[src/rtl/vx_fetch_arb_pkg.sv]
// Shared fetch-path types: FSM state encoding, warp-id width and the request record.
// Latency: n/a (types and constants only).
// Backpressure: n/a.
package VX_fetch_pkg;

   // Core build configuration the fetch path is sized for.
   localparam int VX_NUM_WARPS = 4;
   localparam int VX_PC_WIDTH  = 32;
   localparam int NW_BITS      = $clog2(VX_NUM_WARPS);

   typedef enum logic {
      IDLE = 1'b0,
      REQ  = 1'b1
   } fetch_state_e;

   typedef struct packed {
      logic [NW_BITS-1:0]     wid;
      logic [VX_PC_WIDTH-1:0] pc;
   } fetch_req_t;

   // Next round-robin start point: one past the warp that just issued, wrapping.
   function automatic logic [NW_BITS-1:0] wid_inc(input logic [NW_BITS-1:0] w);
      return w + NW_BITS'(1);
   endfunction

endpackage

[src/rtl/vx_fetch_arb_rr_picker.sv]
// Round-robin picker: lowest eligible index at or above rr_ptr, wrapping to 0.
// Latency: purely combinational.
// Backpressure: none; the caller decides whether to act on the pick.
module vx_rr_picker
   import VX_fetch_pkg::*;
#(
   parameter int N = VX_NUM_WARPS,
   parameter int W = $clog2(N)
)(
   input  logic [N-1:0] eligible,
   input  logic [W-1:0] rr_ptr,
   output logic         found,
   output logic [W-1:0] wid
);

   logic [W-1:0] idx;

   // Scan N positions starting at rr_ptr; index arithmetic wraps naturally since N is 2^W.
   always_comb begin
      found = 1'b0;
      wid   = '0;
      idx   = '0;
      for (int i = 0; i < N; i++) begin
         idx = rr_ptr + W'(i);
         if (!found && eligible[idx]) begin
            found = 1'b1;
            wid   = idx;
         end
      end
   end

endmodule

[src/rtl/vx_fetch_arb.sv]
// Per-core fetch arbiter: round-robin pick of an eligible warp, one registered icache request at a time.
// Latency: request appears one cycle after eligibility; at most one issue every two cycles.
// Backpressure: request held stable until req_ready; credits cap outstanding fetches, one in flight per warp.
// Optional build macro VX_FETCH_ARB_PERF_EN enables the perf_stalls / perf_issued counters.
module vx_fetch_arb
   import VX_fetch_pkg::*;
#(
   parameter int NUM_WARPS       = VX_NUM_WARPS,
   parameter int MAX_OUTSTANDING = 4,
   parameter int PC_WIDTH        = VX_PC_WIDTH
)(
   input  logic                          clk,
   input  logic                          reset,
   input  logic [NUM_WARPS-1:0]          warp_active,
   input  logic [NUM_WARPS-1:0]          warp_stall,
   input  logic [NUM_WARPS*PC_WIDTH-1:0] warp_pc,
   input  logic                          flush,
   output logic                          req_valid,
   output logic [$clog2(NUM_WARPS)-1:0]  req_wid,
   output logic [PC_WIDTH-1:0]           req_pc,
   input  logic                          req_ready,
   input  logic                          rsp_valid,
   input  logic [$clog2(NUM_WARPS)-1:0]  rsp_wid,
   output logic [31:0]                   perf_stalls,
   output logic [31:0]                   perf_issued,
   output logic                          busy
);

   localparam int WB = $clog2(NUM_WARPS);
   localparam int CW = $clog2(MAX_OUTSTANDING + 1);
   localparam logic [CW-1:0] CRED_MAX = CW'(MAX_OUTSTANDING);

   fetch_state_e         state;
   fetch_req_t           req_q;
   logic [WB-1:0]        rr_ptr;
   logic [NUM_WARPS-1:0] inflight;
   logic [CW-1:0]        credits;

   logic [NUM_WARPS-1:0] eligible;
   logic                 issue_ok;
   logic                 pick_found;
   logic [WB-1:0]        pick_wid;
   logic [PC_WIDTH-1:0]  pick_pc;
   logic                 fire;
   logic                 rsp_ok;
   logic [NUM_WARPS-1:0] set_mask;
   logic [NUM_WARPS-1:0] clr_mask;

   // A warp competes only if enabled, not stalled and with no fetch already outstanding.
   assign eligible = warp_active & ~warp_stall & ~inflight;
   assign issue_ok = (credits < CRED_MAX);

   vx_rr_picker #(
      .N (NUM_WARPS),
      .W (WB)
   ) u_picker (
      .eligible (eligible),
      .rr_ptr   (rr_ptr),
      .found    (pick_found),
      .wid      (pick_wid)
   );

   assign pick_pc = warp_pc[pick_wid*PC_WIDTH +: PC_WIDTH];

   // req_valid is only ever set in REQ, so the handshake needs no state qualifier.
   assign fire = req_valid & req_ready;

   // Responses for warps with nothing in flight (e.g. stale after reset) must not touch credits.
   assign rsp_ok = rsp_valid & inflight[rsp_wid];

   assign set_mask = fire   ? (NUM_WARPS'(1) << req_q.wid) : '0;
   assign clr_mask = rsp_ok ? (NUM_WARPS'(1) << rsp_wid)   : '0;

   assign req_wid = req_q.wid;
   assign req_pc  = req_q.pc;
   assign busy    = req_valid | (credits != '0);

   // Request FSM: capture a pick in IDLE, hold it in REQ until accepted or flushed.
   always_ff @(posedge clk or posedge reset) begin
      if (reset) begin
         state     <= IDLE;
         req_valid <= 1'b0;
         req_q     <= '0;
         rr_ptr    <= '0;
      end else begin
         case (state)
            IDLE: begin
               if (pick_found && issue_ok) begin
                  req_q.wid <= pick_wid;
                  req_q.pc  <= pick_pc;
                  req_valid <= 1'b1;
                  state     <= REQ;
               end
            end
            REQ: begin
               // A same-cycle handshake takes priority over flush.
               if (req_ready) begin
                  req_valid <= 1'b0;
                  rr_ptr    <= wid_inc(req_q.wid);
                  state     <= IDLE;
               end else if (flush) begin
                  req_valid <= 1'b0;
                  state     <= IDLE;
               end
            end
            default: begin
               req_valid <= 1'b0;
               state     <= IDLE;
            end
         endcase
      end
   end

   // In-flight bookkeeping: issue sets a warp bit, response clears it; credits track the population.
   always_ff @(posedge clk or posedge reset) begin
      if (reset) begin
         inflight <= '0;
         credits  <= '0;
      end else begin
         inflight <= (inflight | set_mask) & ~clr_mask;
         case ({fire, rsp_ok})
            2'b10:   credits <= credits + CW'(1);
            2'b01:   credits <= credits - CW'(1);
            default: credits <= credits;
         endcase
      end
   end

`ifdef VX_FETCH_ARB_PERF_EN
   logic [31:0] stall_cnt;
   logic [31:0] issue_cnt;

   // Free-running event counters; wrap at 2^32.
   always_ff @(posedge clk or posedge reset) begin
      if (reset) begin
         stall_cnt <= '0;
         issue_cnt <= '0;
      end else begin
         if (req_valid && !req_ready) stall_cnt <= stall_cnt + 32'd1;
         if (fire)                    issue_cnt <= issue_cnt + 32'd1;
      end
   end

   assign perf_stalls = stall_cnt;
   assign perf_issued = issue_cnt;
`else
   assign perf_stalls = '0;
   assign perf_issued = '0;
`endif

   // A response must always match an outstanding fetch.
   a_rsp_matches_inflight: assert property (
      @(posedge clk) disable iff (reset) rsp_valid |-> inflight[rsp_wid]);

   // The credit counter stays within its legal range.
   a_credits_bounded: assert property (
      @(posedge clk) disable iff (reset) credits <= CRED_MAX);

   // Credits equal the number of warps with a fetch in flight.
   a_credits_match_inflight: assert property (
      @(posedge clk) disable iff (reset) 32'(credits) == $countones(inflight));

endmodule

[config.mk]
export PLATFORM = sky130hd
export DESIGN_NAME = vx_fetch_arb
export DESIGN_NICKNAME = d
export VERILOG_FILES = /design/src/rtl/vx_fetch_arb_pkg.sv /design/src/rtl/vx_fetch_arb_rr_picker.sv /design/src/rtl/vx_fetch_arb.sv
export SDC_FILE = /design/constraint.sdc
export NUM_CORES = 1
export LEC_CHECK = 0
export CAP_MARGIN = 5
export CORE_MARGIN = 2
export CORE_UTILIZATION = 39
export CTS_BUF_LIST = sky130_fd_sc_hd__clkbuf_16
export CTS_CLUSTER_DIAMETER = 60
export DETAILED_ROUTE_END_ITERATION = 16
export PLACE_DENSITY = 0.88
export SLEW_MARGIN = 5
export SYNTH_ARGS = -nofsm -noshare
export SYNTH_HDL_FRONTEND = slang
export SYNTH_SLANG_ARGS = --single-unit
[constraint.sdc]
create_clock -name clk -period 6.45 [get_ports clk]
set_clock_uncertainty 0.1 [all_clocks]
set_input_delay 1.29 -clock clk [delete_from_list [all_inputs] [get_ports clk]]
set_output_delay 1.29 -clock clk [all_outputs]
set_load 0.005 [all_outputs]
==> results of run 1 <==
## power groups by stage
stage	Combinational (W)	Sequential (W)	Clock [W]
6_report	0.000921	0.000534	0.000281
3_5_place_dp	0.000926	0.000536	0
4_1_cts	0.000928	0.000534	0.000286
2_1_floorplan	0.000524	0.000522	0
3_3_place_gp	0.000895	0.000527	0
5_1_grt	0.00101	0.000554	0.000298
## layout by cell type, fill, tap and decap left out, types with 2 or more instances in the layout
cell type,instances
a211oi_1,35
a211oi_2,29
a21oi_1,34
a31oi_1,3
a41oi_1,2
and2_1,33
buf_4,2
clkbuf_16,5
clkdlybuf4s50_1,178
conb_1,64
dfrtp_1,45
ha_1,5
inv_1,8
nand2_1,38
nand3_1,2
nor2_1,37
nor3b_2,2
o21a_1,2
o21ai_0,7
xor2_1,2
## sequential cells by signal, summed over array words and instances, names as in the netlist
name       count
req_pc        32
inflight       4
credits        3
req_wid        2
rr_ptr         2
req_valid      1
state          1
## cell usage after synthesis, types with 2 or more instances
cell type | number | share of area (%)
clkbuf_1 | 10 | 1.1
buf_6 | 4 | 1.3
nand3_1 | 2 | 0.29
buf_2 | 7 | 1.0
nor2_1 | 37 | 4.0
a211oi_2 | 29 | 11
and2_1 | 33 | 6.0
a41oi_1 | 2 | 0.51
o21a_1 | 2 | 0.43
nor3b_2 | 2 | 0.72
buf_4 | 64 | 14
a21oi_1 | 34 | 4.9
dfrtp_1 | 45 | 33
buf_1 | 4 | 0.43
o21ai_0 | 7 | 1.0
ha_1 | 5 | 1.8
nand2_1 | 38 | 4.1
or3b_1 | 2 | 0.51
inv_1 | 8 | 0.87
xor2_1 | 2 | 0.51
a31oi_1 | 3 | 0.54
a211oi_1 | 35 | 7.6
## final timing paths
| check | end | startpoint | cells past startpoint |
|---|---|---|---|
| min | credits[2] | credits[2] | 1 |
| min in group asynchronous | req_pc[17] | reset | 2 |
| min reg2reg | credits[2] | credits[2] | 1 |
| max reg2reg | req_pc[3] | inflight[2] | 6 |
| max in group asynchronous | req_pc[4] | reset | 2 |
| max | req_pc[3] | warp_active[2] | 7 |
## metal layers
| layer | track usage, % | routed length [um] | vias up |
|---|---|---|---|
| met4 | 6.62 | 247 | 0 |
| met3 | 4.51 | 595 | 26 |
| met5 | 0 | 0 | - |
| met2 | 38.3 | 5460 | 154 |
| li1 | - | - | 1561 |
| met1 | 22.5 | 3900 | 1572 |
## critical path, delay by kind of cell
family	cells	cell delay (ns)
buf+inv	1	0.46
simple gates	3	1.49
compound gates	3	1.20
## kinds of logic (layout without fill, tap and decap cells)
group | Yosys count | in the layout | share of synthesized area (%)
XOR/XNOR | 3 | 3 | 0.761
flip-flops | 45 | 45 | 32.6
AO/OA/AOI/OAI | 119 | 119 | 27.3
AND/OR/NAND/NOR | 120 | 120 | 17.0
multiplexers | 3 | 3 | 1.27
buffers and inverters | 97 | 196 | 18.6
other | 1 | 64 | 0.109
adder cells (fa/ha/maj) | 6 | 6 | 2.39
## per-stage QoR
stage                     area, um2  hold WS (ns)  setup WS, ns  cells
after CTS                      5190         0.399          2.06    664
after detailed placement       5030         0.391          1.77    656
after global placement         5030         0.374          1.89    656
final                          5190         0.397          2.05    664
after global routing           5190         0.413          1.90    664
after floorplan                3690         0.352          3.42    457
## layout make-up
type                       count  area (um2)  share of cell area [%]
tap                          108         135                    2.60
clock buffer                   5         125                    2.41
multi-input combinational    315        1940                    37.4
clock inverter                 3        37.5                   0.723
inverter                       8        30.0                   0.578
timing repair buffer         180        1800                    34.6
sequential                    45        1130                    21.7
==> metrics.md, run 1 <==
| Metric | Value |
|---|---|
| Post-CTS Hold Fix Bufs | `0` |
| Clock latency on the worst-skew pair | `around 0.28 ns` |
| TNS Setup | `0 ns` |
| Vias per inst | `4.99` |
| FILL cells | `740` |
| CTS sink cnt | `45` |
| Root Driver | `clkbuf_16` |
| #FFs+latches synth | `45` |
| Net switching power | `about 0.00065 W` |
| R2R setup slack | `roughly 3 ns` |
| Sequential Power Share | `~31%` |
| Final ANT Viol Nets | `0` |
| GRT Total Usage | `20.3%` |
| Final setup viols | `0` |
| Pwr Density | `approximately 330 mW/mm2` |
| Async SR Flop Fraction | `100%` |
| Critical Path Most Common Cell | `a211oi_1` |
| IO Count | `243` |
| Final slew viol count | `0` |
| First-pass GRT wire length | `15.7 mm` |
| Overflow after GRT | `0` |
| Leakage power | `roughly 2.0 nW` |
| Worst slew margin | `roughly a quarter` |
| Total power | `about 0.0017 W` |
| Post-cts resize count | `0` |
| Worst Path Required | `between 6 and 7 ns` |
| RSZ-0062 raised after global routing | `false` |
| Util after Layout | `roughly three fifths` |
| H-Tree Depth | `2` |
| Slowest stage delay, CP | `around 0.94 ns` |
| N_diodes | `0` |
| Initial Utilization | `between 40% and 50%` |
| Crit-path cells | `clkdlybuf4s50_1 > or3b_1 > nand2_2 > o31a_2 > or3b_2 > a211oi_1 > a211oi_1` |
| Slowest-stage cell, CP | `or3b_2` |
| TritonCTS Buffers | `5` |
| Combinational share of power | `a little over half` |
| Die width | `between 90 and 100 um` |
| 1st-iter DRT viols | `64` |
| Worst-path clk slew | `approximately 0.06 ns` |
| Sequential area share after synthesis | `around a third` |
| Clock Power Share | `between 10% and 20%` |
| Worst vdd ir | `~0.00018 V` |
| Fmax | `between 200 and 250 MHz` |
| Drt drc | `0` |
| CTS tree | `built` |
| Yosys warns | `0` |
| Post-CTS setup buffer count | `0` |
| Internal power | `roughly 0.0011 W` |
| Cell Area, Synth | `between 0.003 and 0.004 mm2` |
| Minimum clock period | `4.40 ns` |
| Post-synth EDFFs | `0` |
| Slew at the pin closest to its max-slew limit | `roughly 1.1 ns` |
| Routed wire length | `~10 mm` |
| Largest net degree at the start of global routing | `66` |
| Vias in the first global route | `around 3300` |
| Routability cong. | `between 0.8 and 0.9` |
| First-pass detailed-route iteration total | `4` |
| CP endpoint kind | `flip-flop` |
| DIE HEIGHT | `around 98 um` |
| Final net count | `between 700 and 800` |
| Syn Area/Cell | `8.77 um2` |
| Max_cap viols | `0` |
| Outcome | `completed` |
| Final Hold Viols | `0` |
| Switching Share | `37.6%` |
| Post-route clock period utilization | `roughly 68%` |
| Worst Hold Class | `flip-flop to flip-flop` |
| Cell Rows | `34` |
| Wire per inst | `~15 um` |
| Initial antenna violation count | `0` |
| Die Area | `0.00963 mm2` |
| Critical path peak fanout | `39` |
| Core area | `approximately 0.0086 mm2` |
| Top_reg_cell synth | `dfrtp_1` |
| Worst Setup Start Kind | `primary input` |
| Post-synth cell types | `slightly above 40` |
| Worst EP arrival | `approximately 4.5 ns` |
| WS Path Type | `primary input to flip-flop` |
| Synth-to-Final Area Change | `50.3%` |
| Detailed placer's ending HPWL | `7.74 mm` |
| # port buffers | `178` |
| Total number of vias | `between 3000 and 4000` |
| Ratio of cells with drive above 1 in the final layout | `between 8 and 9%` |
| Cell count after synthesis | `~400` |
| CTS max path bufs | `2` |
Note: power is estimated with default switching activity, not from simulation.
==> run 2: changes to the inputs <==
CORE_UTILIZATION = 32   (was 39)
PLACE_DENSITY = 0.78   (was 0.88)
clock period = 3.84 ns   (was 6.45 ns; I/O delays follow)
==> metrics.md, run 2 (synthesized netlist as in run 1, its figures left out) <==
| Metric | Value |
|---|---|
| Leakage power | `2.07 nW (was 2.04 nW)` |
| Dpl cell area | `0.00512 mm2 (was 0.00503 mm2)` |
| Post-route clock period utilization | `77.6%` |
| Most common cell after layout, fill and taps aside | `clkdlybuf4s50_1 (unchanged)` |
| Worst EP arrival | `3.05 ns (was 4.46 ns)` |
| Final net count | `708 (was 704)` |
| Routability cong. | `0.834 (was 0.870)` |
| Routed wire length | `10.4 mm (was 10.2 mm)` |
| H-Tree Depth | `2 (unchanged)` |
| Max_cap viols | `0 (unchanged)` |
| CP delay by family, top | `buffers and inverters (was simple AND/OR/NAND/NOR gates)` |
| DIE HEIGHT | `108 um (was 98.1 um)` |
| Worst slew margin | `35.4% (was 23.5%)` |
| Final Hold Viols | `0 (unchanged)` |
| WS Path Type | `primary input to flip-flop (unchanged)` |
| Fmax | `336 MHz` |
| Detailed placer's ending HPWL | `7.92 mm (was 7.74 mm)` |
| Cell Rows | `37 (was 34)` |
| IO Count | `243 (unchanged)` |
| Commonest non-fill, non-tap cells in the layout | `178 x clkdlybuf4s50_1, 64 x conb_1, 45 x dfrtp_1 (unchanged)` |
| CP Buf/Inv Count | `3 (was 1)` |
| Worst Setup Start Kind | `primary input (unchanged)` |
| Largest net degree at the start of global routing | `46 (was 66)` |
| FILL cells | `987 (was 740)` |
| CTS max path bufs | `2 (unchanged)` |
| Final ANT Viol Nets | `0 (unchanged)` |
| Final slew viol count | `0 (unchanged)` |
| Clock latency on the worst-skew pair | `0.29 ns (was 0.28 ns)` |
| Outcome | `completed (unchanged)` |
| Wire per inst | `14.9 um (was 15.4 um)` |
| Post-cts resize count | `0 (unchanged)` |
| Die width | `108 um (was 98.1 um)` |
| Slowest-stage cell, CP | `clkdlybuf4s50_1 (was or3b_2)` |
| Critical path peak fanout | `38 (was 39)` |
| Die Area | `0.0116 mm2 (was 0.00963 mm2)` |
| Drt drc | `0 (unchanged)` |
| N_diodes | `0 (unchanged)` |
| Root Driver | `clkbuf_16 (unchanged)` |
| RSZ-0062 raised after global routing | `false (unchanged)` |
| Critical Path Most Common Cell | `buf_4 (was a211oi_1)` |
| Initial Utilization | `33.2% (was 40.0%)` |
| First-pass detailed-route iteration total | `4 (unchanged)` |
| Max reg flops | `32 (unchanged)` |
| Vias in the first global route | `3342 (was 3314)` |
| Dpl ws | `0.556 ns (was 1.77 ns)` |
| Worst setup margin | `0.859 ns (was 2.05 ns)` |
| Initial antenna violation count | `0 (unchanged)` |
| TNS Setup | `0 ns (unchanged)` |
| CTS tree | `built (unchanged)` |
| Core area | `0.0104 mm2 (was 0.00864 mm2)` |
| # port buffers | `178 (unchanged)` |
| Total number of vias | `3293 (was 3313)` |
| Worst-path clk slew | `0.07 ns (was 0.06 ns)` |
| Post-CTS Hold Fix Bufs | `0 (unchanged)` |
| Fin area | `0.00529 mm2 (was 0.00519 mm2)` |
| Slowest stage delay, CP | `0.46 ns (was 0.94 ns)` |
| Total power | `0.00298 W (was 0.00174 W)` |
| First-pass GRT wire length | `16.1 mm (was 15.7 mm)` |
| Synth-to-Final Area Change | `53.2% (was 50.3%)` |
| Worst Hold Class | `flip-flop to flip-flop (unchanged)` |
| TritonCTS Buffers | `5 (unchanged)` |
| CTS sink cnt | `45 (unchanged)` |
| Worst Path Required | `3.91 ns (was 6.51 ns)` |
| CP endpoint kind | `flip-flop (unchanged)` |
| Slew at the pin closest to its max-slew limit | `0.968 ns (was 1.15 ns)` |
| GRT Total Usage | `17.5% (was 20.3%)` |
| Crit-path cells | `clkdlybuf4s50_1 > or3b_4 > nand2_2 > o31a_2 > buf_4 > o21ai_2 > buf_4 > a21oi_1 > a211oi_1 (was clkdlybuf4s50_1 > or3b_1 > nand2_2 > o31a_2 > or3b_2 > a211oi_1 > a211oi_1)` |
| Ratio of cells with drive above 1 in the final layout | `9.82% (was 8.81%)` |
| Post-CTS setup buffer count | `0 (unchanged)` |
| Pwr Density | `563 mW/mm2 (was 334 mW/mm2)` |
| 1st-iter DRT viols | `108 (was 64)` |
| Overflow after GRT | `0 (unchanged)` |
| Worst vdd ir | `0.000262 V (was 0.000176 V)` |
| Minimum clock period | `roughly 3.0 ns` |
| Vias per inst | `4.73 (was 4.99)` |
| Final setup viols | `0 (unchanged)` |
==> run 2: stage by stage <==
stage | hold WS [ns] | instances | utilization [%]
CTS | 0.392 | 696 | 50.8
global placement | 0.377 | 688 | 49.2
floorplan | 0.352 | 457 | -
global route | 0.409 | 696 | 50.8
detailed placement | 0.378 | 688 | 49.2
finish | 0.385 | 696 | 50.8
==> run 2: cell type report <==
type | instances | area [um2] | area share [%]
repair buffers | 184 | 1850 | 35.0
inverters | 8 | 30.0 | 0.567
flip-flops and latches | 45 | 1130 | 21.3
well taps | 136 | 170 | 3.22
multi-input cells | 315 | 1940 | 36.7
clock buffers | 5 | 125 | 2.36
clock inverters | 3 | 47.5 | 0.898
==> run 2: path summary, 6_finish.rpt <==
path	start	to	slack, ns	cells after the start
setup / recovery	warp_active[3]	req_pc[22]	0.86	9
hold / removal	credits[0]	credits[0]	0.39	1
setup reg to reg	inflight[2]	req_pc[22]	1.36	8
hold reg to reg	credits[0]	credits[0]	0.39	1
max in group asynchronous	reset	rr_ptr[1]	2.10	2
min in group asynchronous	reset	req_pc[26]	0.95	2
==> run 2: routing by layer <==
metal	part of all wire (%)	global-route usage (%)
met3	7.0	4.24
met5	0	0
met2	53	32.3
met4	2.1	6.41
met1	38	19.4
==> run 2: where the power goes <==
group          total [W]  internal [W]  switching (W)  leakage, nW
registers       0.000888      0.000715       0.000172        0.514
logic            0.00159      0.000836       0.000751         1.47
clock network   0.000508      0.000312       0.000196       0.0848
==> run 3: changes to the inputs <==
clock period = 2.6 ns   (was 3.84 ns; I/O delays follow)
==> metrics.md, run 3 (synthesized netlist as in run 1, its figures left out) <==
| Metric | Value |
|---|---|
| H-Tree Depth | `2 (unchanged)` |
| Post-CTS Hold Fix Bufs | `0 (unchanged)` |
| Leakage power | `2.17 nW (was 2.07 nW)` |
| Worst setup margin | `0.0596 ns (was 0.859 ns)` |
| Routability cong. | `0.794 (was 0.834)` |
| CP endpoint kind | `flip-flop (unchanged)` |
| Worst vdd ir | `0.000401 V (was 0.000262 V)` |
| CTS max path bufs | `2 (unchanged)` |
| FILL cells | `980 (was 987)` |
| Core area | `0.0104 mm2 (unchanged)` |
| CTS sink cnt | `45 (unchanged)` |
| CP Buf/Inv Count | `2 (was 3)` |
| N_diodes | `0 (unchanged)` |
| Initial Utilization | `33.2% (unchanged)` |
| Total power | `0.00454 W (was 0.00298 W)` |
| Fmax | `between 300 and 400 MHz` |
| Max_cap viols | `0 (unchanged)` |
| DIE HEIGHT | `108 um (unchanged)` |
| Final Hold Viols | `0 (unchanged)` |
| IO Count | `243 (unchanged)` |
| Total number of vias | `3305 (was 3293)` |
| Worst Setup Start Kind | `primary input (unchanged)` |
| Vias per inst | `4.65 (was 4.73)` |
| WS Path Type | `primary input to flip-flop (unchanged)` |
| GRT Total Usage | `17.1% (was 17.5%)` |
| RSZ-0062 raised after global routing | `false (unchanged)` |
| Critical path peak fanout | `19 (was 38)` |
| Detailed placer's ending HPWL | `8.13 mm (was 7.92 mm)` |
| Vias in the first global route | `3281 (was 3342)` |
| WHS | `0.410 ns (was 0.385 ns)` |
| TritonCTS Buffers | `5 (unchanged)` |
| Minimum clock period | `2.54 ns` |
| Cell Rows | `37 (unchanged)` |
| First-pass GRT wire length | `15.8 mm (was 16.1 mm)` |
| Worst Hold Class | `flip-flop to flip-flop (unchanged)` |
| Wire per inst | `14.3 um (was 14.9 um)` |
| Die Area | `0.0116 mm2 (unchanged)` |
| Worst-path clk slew | `0.07 ns (about the same)` |
| Root Driver | `clkbuf_16 (unchanged)` |
| Final net count | `723 (was 708)` |
| Routed wire length | `10.2 mm (was 10.4 mm)` |
| Post-CTS setup buffer count | `0 (unchanged)` |
| CTS tree | `built (unchanged)` |
| Worst Path Required | `2.66 ns (was 3.91 ns)` |
| Final setup viols | `0 (unchanged)` |
| Final ANT Viol Nets | `0 (unchanged)` |
| Synth-to-Final Area Change | `59.3% (was 53.2%)` |
| Post-route clock period utilization | `between 90% and 100%` |
| First-pass detailed-route iteration total | `4 (unchanged)` |
| Die width | `108 um (unchanged)` |
| Final slew viol count | `0 (unchanged)` |
| Most common cell after layout, fill and taps aside | `clkdlybuf4s50_1 (unchanged)` |
| Commonest non-fill, non-tap cells in the layout | `178 x clkdlybuf4s50_1, 64 x conb_1, 45 x dfrtp_1 (unchanged)` |
| Dpl ws | `-0.310 ns (was 0.556 ns)` |
| Clock latency on the worst-skew pair | `0.28 ns (was 0.29 ns)` |
| Drt drc | `0 (unchanged)` |
| Slowest-stage cell, CP | `clkdlybuf4s50_1 (unchanged)` |
| Outcome | `completed (unchanged)` |
| Crit-path cells | `clkdlybuf4s50_1 > or3b_4 > o21ai_0 > o311ai_2 > or3b_4 > buf_12 > a211oi_1 > a211oi_1 (was clkdlybuf4s50_1 > or3b_4 > nand2_2 > o31a_2 > buf_4 > o21ai_2 > buf_4 > a21oi_1 > a211oi_1)` |
| Slowest stage delay, CP | `0.46 ns (about the same)` |
| Overflow after GRT | `0 (unchanged)` |
| CP delay by family, top | `simple AND/OR/NAND/NOR gates (was buffers and inverters)` |
| Largest net degree at the start of global routing | `39 (was 46)` |
| 1st-iter DRT viols | `111 (was 108)` |
| Ratio of cells with drive above 1 in the final layout | `12.5% (was 9.82%)` |
| Pwr Density | `825 mW/mm2 (was 563 mW/mm2)` |
| Max reg flops | `32 (unchanged)` |
| Initial antenna violation count | `0 (unchanged)` |
| # port buffers | `178 (unchanged)` |
| Worst EP arrival | `2.60 ns (was 3.05 ns)` |
## run 3: cell type report
type	count	area, um2	area share, %
Sequential cell	45	1130	20.5
Multi-Input combinational cell	315	1960	35.6
Tap cell	136	170	3.09
Clock buffer	5	125	2.27
Inverter	8	30.0	0.546
Clock inverter	3	46.3	0.841
Timing Repair Buffer	199	2050	37.2
## run 3: what timing repair did
action	CTS	global route
hold endpoints to repair	0	0
setup endpoints to repair	3	2
gates resized for setup	2	3
## run 3: path summary, 6_finish.rpt
kind                       cells after the start            from  slack (ns)     endpoint
setup / recovery                               8  warp_active[3]        0.06    req_pc[5]
setup reg to reg                               7     inflight[3]        0.33    req_pc[5]
hold reg to reg                                1      credits[2]        0.41   credits[2]
max in group asynchronous                      3           reset        1.41  inflight[1]
min in group asynchronous                      2           reset        0.47   req_pc[16]
hold / removal                                 1      credits[2]        0.41   credits[2]
## run 3: layer usage
metal | vias to the layer above | global-route usage, % | share of wire (%)
met5 | - | 0 | 0
met4 | 0 | 4.30 | 0.75
met3 | 6 | 4.12 | 6.3
met2 | 127 | 31.4 | 54
met1 | 1573 | 19.8 | 39
li1 | 1599 | - | -
## run 3: power breakdown
group          internal, W  switching, W  total [W]
clock             0.000455      0.000277   0.000732
combinational      0.00136       0.00113    0.00249
sequential         0.00106      0.000256    0.00131
total              0.00288       0.00166    0.00454
## run 3: stage by stage
stage	cells	utilization (%)	area, um2	TNS [ns]
2_1_floorplan	457	-	3690	0
3_3_place_gp	703	51.0	5310	-7.17
3_5_place_dp	703	51.0	5310	-8.85
4_1_cts	711	52.7	5490	0
5_1_grt	711	52.8	5500	0
6_report	711	52.8	5500	0
